`src/rtl/alu_wb_stage_pkg.sv`:
```
// alu_wb_stage_pkg: shared widths and flag bit positions for the ALU writeback stage
package alu_wb_stage_pkg;
  localparam int DATA_W = 8;
  localparam int RD_W = 6;
  localparam int FLAG_Z = 1;
  localparam int FLAG_N = 0;
endpackage

```
`src/rtl/alu_wb_stage_if.sv`:
```
// alu_wb_stage_if: execute-side and writeback-side signals of the ALU writeback stage
interface alu_wb_stage_if #(
  parameter int DATA_W = alu_wb_stage_pkg::DATA_W,
  parameter int RD_W = alu_wb_stage_pkg::RD_W,
  parameter int DEPTH = 2
);
  logic in_valid, in_ready;
  logic [DATA_W-1:0] alu_out, in_target;
  logic alu_z, alu_n, in_we, in_setf, in_brz, in_brn;
  logic [RD_W-1:0] in_rd, wb_rd;
  logic wb_valid, wb_ready;
  logic [DATA_W-1:0] wb_data, br_pc;
  logic flag_z, flag_n, br_taken;
  logic [$clog2(DEPTH):0] count;
  modport master (
    output in_valid, alu_out, alu_z, alu_n, in_rd, in_we, in_setf, in_brz, in_brn, in_target, wb_ready,
    input in_ready, wb_valid, wb_data, wb_rd, flag_z, flag_n, br_taken, br_pc, count
  );
  modport slave (
    input in_valid, alu_out, alu_z, alu_n, in_rd, in_we, in_setf, in_brz, in_brn, in_target, wb_ready,
    output in_ready, wb_valid, wb_data, wb_rd, flag_z, flag_n, br_taken, br_pc, count
  );
endinterface

```
`src/rtl/alu_wb_stage_fifo.sv`:
```
// wb_fifo: synchronous FIFO with registered storage and power-of-two wrapping pointers
module wb_fifo #(
  parameter int W = 14,
  parameter int DEPTH = 2
) (
  input  logic clk,
  input  logic rst_n,
  input  logic push,
  input  logic pop,
  input  logic [W-1:0] din,
  output logic [W-1:0] dout,
  output logic full,
  output logic empty,
  output logic [$clog2(DEPTH):0] count
);
  localparam int AW = $clog2(DEPTH);
  localparam int CW = AW + 1;
  logic [W-1:0] mem [DEPTH];
  logic [AW-1:0] rd_ptr, wr_ptr;
  assign full = count == CW'(DEPTH);
  assign empty = count == '0;
  assign dout = mem[rd_ptr];
  always_ff @(posedge clk or negedge rst_n)
    if (!rst_n) begin
      rd_ptr <= '0;
      wr_ptr <= '0;
      count <= '0;
      for (int i = 0; i < DEPTH; i++) mem[i] <= '0;
    end else begin
      if (push) begin
        mem[wr_ptr] <= din;
        wr_ptr <= wr_ptr + 1'b1;
      end
      if (pop) rd_ptr <= rd_ptr + 1'b1;
      count <= count + CW'(push) - CW'(pop);
    end
  always_ff @(posedge clk)
    if (rst_n) begin
      assert (!(push && full));
      assert (!(pop && empty));
    end
endmodule

```
`src/rtl/alu_wb_stage.sv`:
```
// alu_wb_stage: buffers ALU results toward the register file, keeps Z/N flags
// and resolves BRZ/BRN branches into a one-cycle taken pulse.
module alu_wb_stage import alu_wb_stage_pkg::*; #(
  parameter int DATA_W = alu_wb_stage_pkg::DATA_W,
  parameter int RD_W = alu_wb_stage_pkg::RD_W,
  parameter int DEPTH = 2
) (
  input logic clk,
  input logic rst_n,
  alu_wb_stage_if.slave bus
);
  logic acc, take, full, empty;
  logic [1:0] flags;
  logic [DATA_W+RD_W-1:0] head;
  assign bus.in_ready = !full;
  assign acc = bus.in_valid & bus.in_ready;
  // branches see the flags committed before this edge, even when the same op sets them
  assign take = (bus.in_brz & flags[FLAG_Z]) | (bus.in_brn & flags[FLAG_N]);
  assign bus.wb_valid = !empty;
  assign {bus.wb_data, bus.wb_rd} = head;
  assign bus.flag_z = flags[FLAG_Z];
  assign bus.flag_n = flags[FLAG_N];
  wb_fifo #(.W(DATA_W + RD_W), .DEPTH(DEPTH)) fifo (
    .clk(clk),
    .rst_n(rst_n),
    .push(acc & bus.in_we),
    .pop(bus.wb_valid & bus.wb_ready),
    .din({bus.alu_out, bus.in_rd}),
    .dout(head),
    .full(full),
    .empty(empty),
    .count(bus.count)
  );
  always_ff @(posedge clk or negedge rst_n)
    if (!rst_n) begin
      flags <= '0;
      bus.br_taken <= 1'b0;
      bus.br_pc <= '0;
    end else begin
      bus.br_taken <= acc & take;
      if (acc & take) bus.br_pc <= bus.in_target;
      if (acc & bus.in_setf) begin
        flags[FLAG_Z] <= bus.alu_z;
        flags[FLAG_N] <= bus.alu_n;
      end
    end
endmodule

```
`src/flat_wrapper.sv`:
```
// flat-port wrapper written by rule: the top's interface ports become plain ports
module alu_wb_stage_flat import alu_wb_stage_pkg::*;
#(
  parameter int DATA_W = alu_wb_stage_pkg::DATA_W,
  parameter int RD_W = alu_wb_stage_pkg::RD_W,
  parameter int DEPTH = 2
)
  (clk, rst_n, bus_in_valid, bus_alu_out, bus_alu_z, bus_alu_n, bus_in_rd, bus_in_we, bus_in_setf, bus_in_brz, bus_in_brn, bus_in_target, bus_wb_ready, bus_in_ready, bus_wb_valid, bus_wb_data, bus_wb_rd, bus_flag_z, bus_flag_n, bus_br_taken, bus_br_pc, bus_count);
  alu_wb_stage_if #(.DATA_W(DATA_W), .RD_W(RD_W), .DEPTH(DEPTH)) bus_i ();
  input logic clk;
  input logic rst_n;
  input wire logic [$bits(bus_i.in_valid)-1:0] bus_in_valid;
  input wire logic [$bits(bus_i.alu_out)-1:0] bus_alu_out;
  input wire logic [$bits(bus_i.alu_z)-1:0] bus_alu_z;
  input wire logic [$bits(bus_i.alu_n)-1:0] bus_alu_n;
  input wire logic [$bits(bus_i.in_rd)-1:0] bus_in_rd;
  input wire logic [$bits(bus_i.in_we)-1:0] bus_in_we;
  input wire logic [$bits(bus_i.in_setf)-1:0] bus_in_setf;
  input wire logic [$bits(bus_i.in_brz)-1:0] bus_in_brz;
  input wire logic [$bits(bus_i.in_brn)-1:0] bus_in_brn;
  input wire logic [$bits(bus_i.in_target)-1:0] bus_in_target;
  input wire logic [$bits(bus_i.wb_ready)-1:0] bus_wb_ready;
  output wire logic [$bits(bus_i.in_ready)-1:0] bus_in_ready;
  output wire logic [$bits(bus_i.wb_valid)-1:0] bus_wb_valid;
  output wire logic [$bits(bus_i.wb_data)-1:0] bus_wb_data;
  output wire logic [$bits(bus_i.wb_rd)-1:0] bus_wb_rd;
  output wire logic [$bits(bus_i.flag_z)-1:0] bus_flag_z;
  output wire logic [$bits(bus_i.flag_n)-1:0] bus_flag_n;
  output wire logic [$bits(bus_i.br_taken)-1:0] bus_br_taken;
  output wire logic [$bits(bus_i.br_pc)-1:0] bus_br_pc;
  output wire logic [$bits(bus_i.count)-1:0] bus_count;
  assign bus_i.in_valid = bus_in_valid;
  assign bus_i.alu_out = bus_alu_out;
  assign bus_i.alu_z = bus_alu_z;
  assign bus_i.alu_n = bus_alu_n;
  assign bus_i.in_rd = bus_in_rd;
  assign bus_i.in_we = bus_in_we;
  assign bus_i.in_setf = bus_in_setf;
  assign bus_i.in_brz = bus_in_brz;
  assign bus_i.in_brn = bus_in_brn;
  assign bus_i.in_target = bus_in_target;
  assign bus_i.wb_ready = bus_wb_ready;
  assign bus_in_ready = bus_i.in_ready;
  assign bus_wb_valid = bus_i.wb_valid;
  assign bus_wb_data = bus_i.wb_data;
  assign bus_wb_rd = bus_i.wb_rd;
  assign bus_flag_z = bus_i.flag_z;
  assign bus_flag_n = bus_i.flag_n;
  assign bus_br_taken = bus_i.br_taken;
  assign bus_br_pc = bus_i.br_pc;
  assign bus_count = bus_i.count;
  alu_wb_stage #(.DATA_W(DATA_W), .RD_W(RD_W), .DEPTH(DEPTH)) u_core (.clk(clk), .rst_n(rst_n), .bus(bus_i));
endmodule
```
`config.mk`:
```
export PLATFORM = sky130hd
export DESIGN_NAME = alu_wb_stage_flat
export DESIGN_NICKNAME = d
export VERILOG_FILES = /design/src/rtl/alu_wb_stage_pkg.sv /design/src/rtl/alu_wb_stage_if.sv /design/src/rtl/alu_wb_stage_fifo.sv /design/src/rtl/alu_wb_stage.sv /design/src/flat_wrapper.sv
export SDC_FILE = /design/constraint.sdc
export NUM_CORES = 1
export LEC_CHECK = 0
export BUFFER_PORTS_ARGS = -buffer_cell sky130_fd_sc_hd__buf_2
export CAP_MARGIN = 15
export CORE_MARGIN = 2
export CORE_UTILIZATION = 54
export CTS_CLUSTER_SIZE = 30
export DETAILED_ROUTE_END_ITERATION = 6
export GPL_ROUTABILITY_DRIVEN = 0
export PLACE_DENSITY = 0.87
export SLEW_MARGIN = 20
export SYNTH_ARGS = -nofsm -noshare
export SYNTH_HDL_FRONTEND = slang
export SYNTH_SLANG_ARGS = --single-unit
```
`constraint.sdc`:
```
create_clock -name clk -period 3.75 [get_ports clk]
set_input_delay 0.75 -clock clk [delete_from_list [all_inputs] [get_ports clk]]
set_output_delay 0.75 -clock clk [all_outputs]
set_load 0.005 [all_outputs]
```
==> results.yml <==
setup_path:
  crit_fanout: 15
  crit_path_end_kind: "output port"
  r2r-start: "u_core.fifo.count[0]"
  rr_endpoint: "u_core.fifo.mem[14]"
  regToRegSetupSlack_ns: 1.69
  crit_path_start_kind: "flip-flop"
  worstSetupPathType: "reg2out"
  r2r_cells: 3
  worst_ep_arrival_time_ns: 1.67
  critPathRequiredTime_ns: 3.00
sta:
  finalCritPeriodShare: 0.646
  clock_skew_ns: 0.00249
  maxSlewHeadroom: 0.388
  min_period_ns: 2.42
  finalSetupTns_ns: 0
  max_freq_ghz: 0.413
  drv_slew: 0
  setup_viol: 0
  worst_pin_slew_ns: 0.919
  hold_viol: 0
  rsz0062_at_grt: "false"
routing:
  firstDrtPassIters: 2
  post_drt_wl_per_cell_um: 15.3
  num_vias: 1184
  viasPerCell: 5.22
  drtIter0Drc: 32
  drc: 0
  ant_nets: 0
  wl_um: 3480
hold_path:
  hp-class: "reg2reg"
  worstHoldStart: "u_core.bus.br_pc[7]"
  hold_path_end: "u_core.bus.br_pc[7]"
  hold_depth: 1
global_routing:
  antenna_found_initial: 0
  grt_overflow: 0
  grt_pass1_wl_um: 5660
  track_usage: 0.186
  grt_max_degree: 44
  grt_pass1_vias: 1266
final_layout:
  antenna_cells: 0
  postLayoutCellArea_mm2: 0.00225
  fill_cells: 273
  layout-drive-gt1-share: 0.663
  nets: 213
  areaGrowthSynthToFinish_pct: 18.5
place:
  dpl.hpwl_um: 2630
  post_dp_cell_area_mm2: 0.00220
  io_buffers: 60
logic_synthesis:
  ys_seq_area_frac: 0.567
  synthCells: 119
  syn_area_per_cell_um2: 16.0
  yosys_warnings: 0
  yosysTopAreaCell: "dfrtp_1"
  ys_top_cells_by_area: "dfrtp_1 (57%), mux2_2 (24%), mux2_4 (7.9%), xor2_1 (1.4%), buf_6 (1.2%)"
  ys_ff_latch: 43
  synth_fp_nets: 152
  yosysUniqueCellTypes: 22
  synth_top_area_frac: 0.567
  syn-cell-area_mm2: 0.00190
die:
  core_mm2: 0.00336
  io_pins: 61
  die_h_um: 63.3
  initial_core_util: 0.565
  die_x_um: 63.3
  rows: 21
  dieArea_mm2: 0.00401
clock_tree:
  cts.htree.levels: 2
  cts-root-buf: "clkbuf_4"
  cts-resized-gates: 0
  clk_pin_slew_worst_paths_ns: 0.11
  postCtsSetupBuffers: 0
  cts_hold_buf: 0
  clock_latency_ns: 0.33
  cts_buffer_depth: 2
  cts_inserted_buffers: 5
  cts_sinks: 43
  cts_tree: "done"
power:
  peakVddDrop_mv: 0.411
  p_total_mw: 1.84
  powerDensity_mw_per_mm2: 819
  power_leakage_nw: 1.10
outcome:
  status: "completed"
run:
  max_cap_viol_count: 0
layer usage:
metal,global-route usage,vias up,wire length (µm)
li1,-,543,-
met1,0.194,588,1340
met2,0.342,51,1860
met3,0.0768,2,269
met4,0.0489,0,12
met5,0,-,0
flip-flops by register name, indices dropped and copies added (netlist names):
name and flops:
u_core.flags 2, u_core.fifo.wr_ptr 1, u_core.fifo.mem 28, u_core.bus.br_taken 1
u_core.fifo.rd_ptr 1, u_core.bus.br_pc 8, u_core.fifo.count 2
synth_stat cells (all sizes together):
| cell type | number |
|---|---|
| ha | 1 |
| xor2 | 3 |
| inv | 2 |
| and4b | 1 |
| or2 | 1 |
| clkbuf | 1 |
| buf | 5 |
| and3 | 1 |
| nand3 | 2 |
| nand4 | 1 |
| a22o | 1 |
| nand2b | 1 |
| mux2 | 52 |
| dfrtp | 43 |
| xnor2 | 2 |
| nand4b | 1 |
| and2 | 1 |
power breakdown:
| group | internal [mW] | switching (mW) | total, mW |
|---|---|---|---|
| logic | 0.507 | 0.278 | 0.785 |
| registers | 0.697 | 0.159 | 0.855 |
| clock network | 0.0732 | 0.130 | 0.203 |
| total | 1.28 | 0.567 | 1.84 |
critical path, stage by stage (launching register included):
cell	delay (ns)
dfrtp_1	0.79
mux2_2	0.41
buf_2	0.13
cells in the final DEF (no fill, tap or decap), types with 2 or more instances in the layout:
master,instances
xor2_1,3
dfrtp_1,43
mux2_4,10
clkbuf_1,2
inv_1,2
buf_2,60
clkbuf_4,5
mux2_2,41
xnor2_1,2
area by class of cell:
class,instances,area (µm²),area share
sequential,43,1080,0.478
multi-input combinational,68,759,0.337
timing repair buffer,60,300,0.133
tap,46,57.6,0.0256
clock buffer,7,45.0,0.0200
inverter,2,7.51,0.00334
clock inverter,1,5.00,0.00222
metrics by stage:
stage	setup slack, ns	instances	hold WS (ns)	utilization
finish	1.33	227	0.514	0.669
detailed placement	1.51	219	0.489	0.654
floorplan	1.88	119	0.454	-
global route	1.22	227	0.526	0.669
global placement	1.57	219	0.474	0.654
CTS	1.30	227	0.517	0.669
how the worst max path moves through the flow:
stage | start | endpoint | cells after the start | slack, ns
after floorplan | u_core.fifo.rd_ptr | bus_wb_data[0] | 3 | 1.88
after global placement | bus_in_valid | u_core.fifo.mem[15] | 3 | 1.57
after detailed placement | bus_in_valid | u_core.fifo.mem[14] | 3 | 1.51
after CTS | u_core.fifo.rd_ptr | bus_wb_data[6] | 2 | 1.30
after global routing | u_core.fifo.rd_ptr | bus_wb_data[2] | 2 | 1.22
final | u_core.fifo.rd_ptr | bus_wb_rd[5] | 2 | 1.33
cells by family (layout without fill, tap and decap cells):
group | after synthesis | count (layout) | synth area share
compound gates | 1 | 1 | 0.00461
xor+xnor | 5 | 5 | 0.0231
fa+ha+maj | 1 | 1 | 0.00659
buf+inv | 8 | 70 | 0.0336
flops | 43 | 43 | 0.567
mux | 52 | 52 | 0.328
simple gates | 9 | 9 | 0.0376
Power figures use the tool's default switching activity.
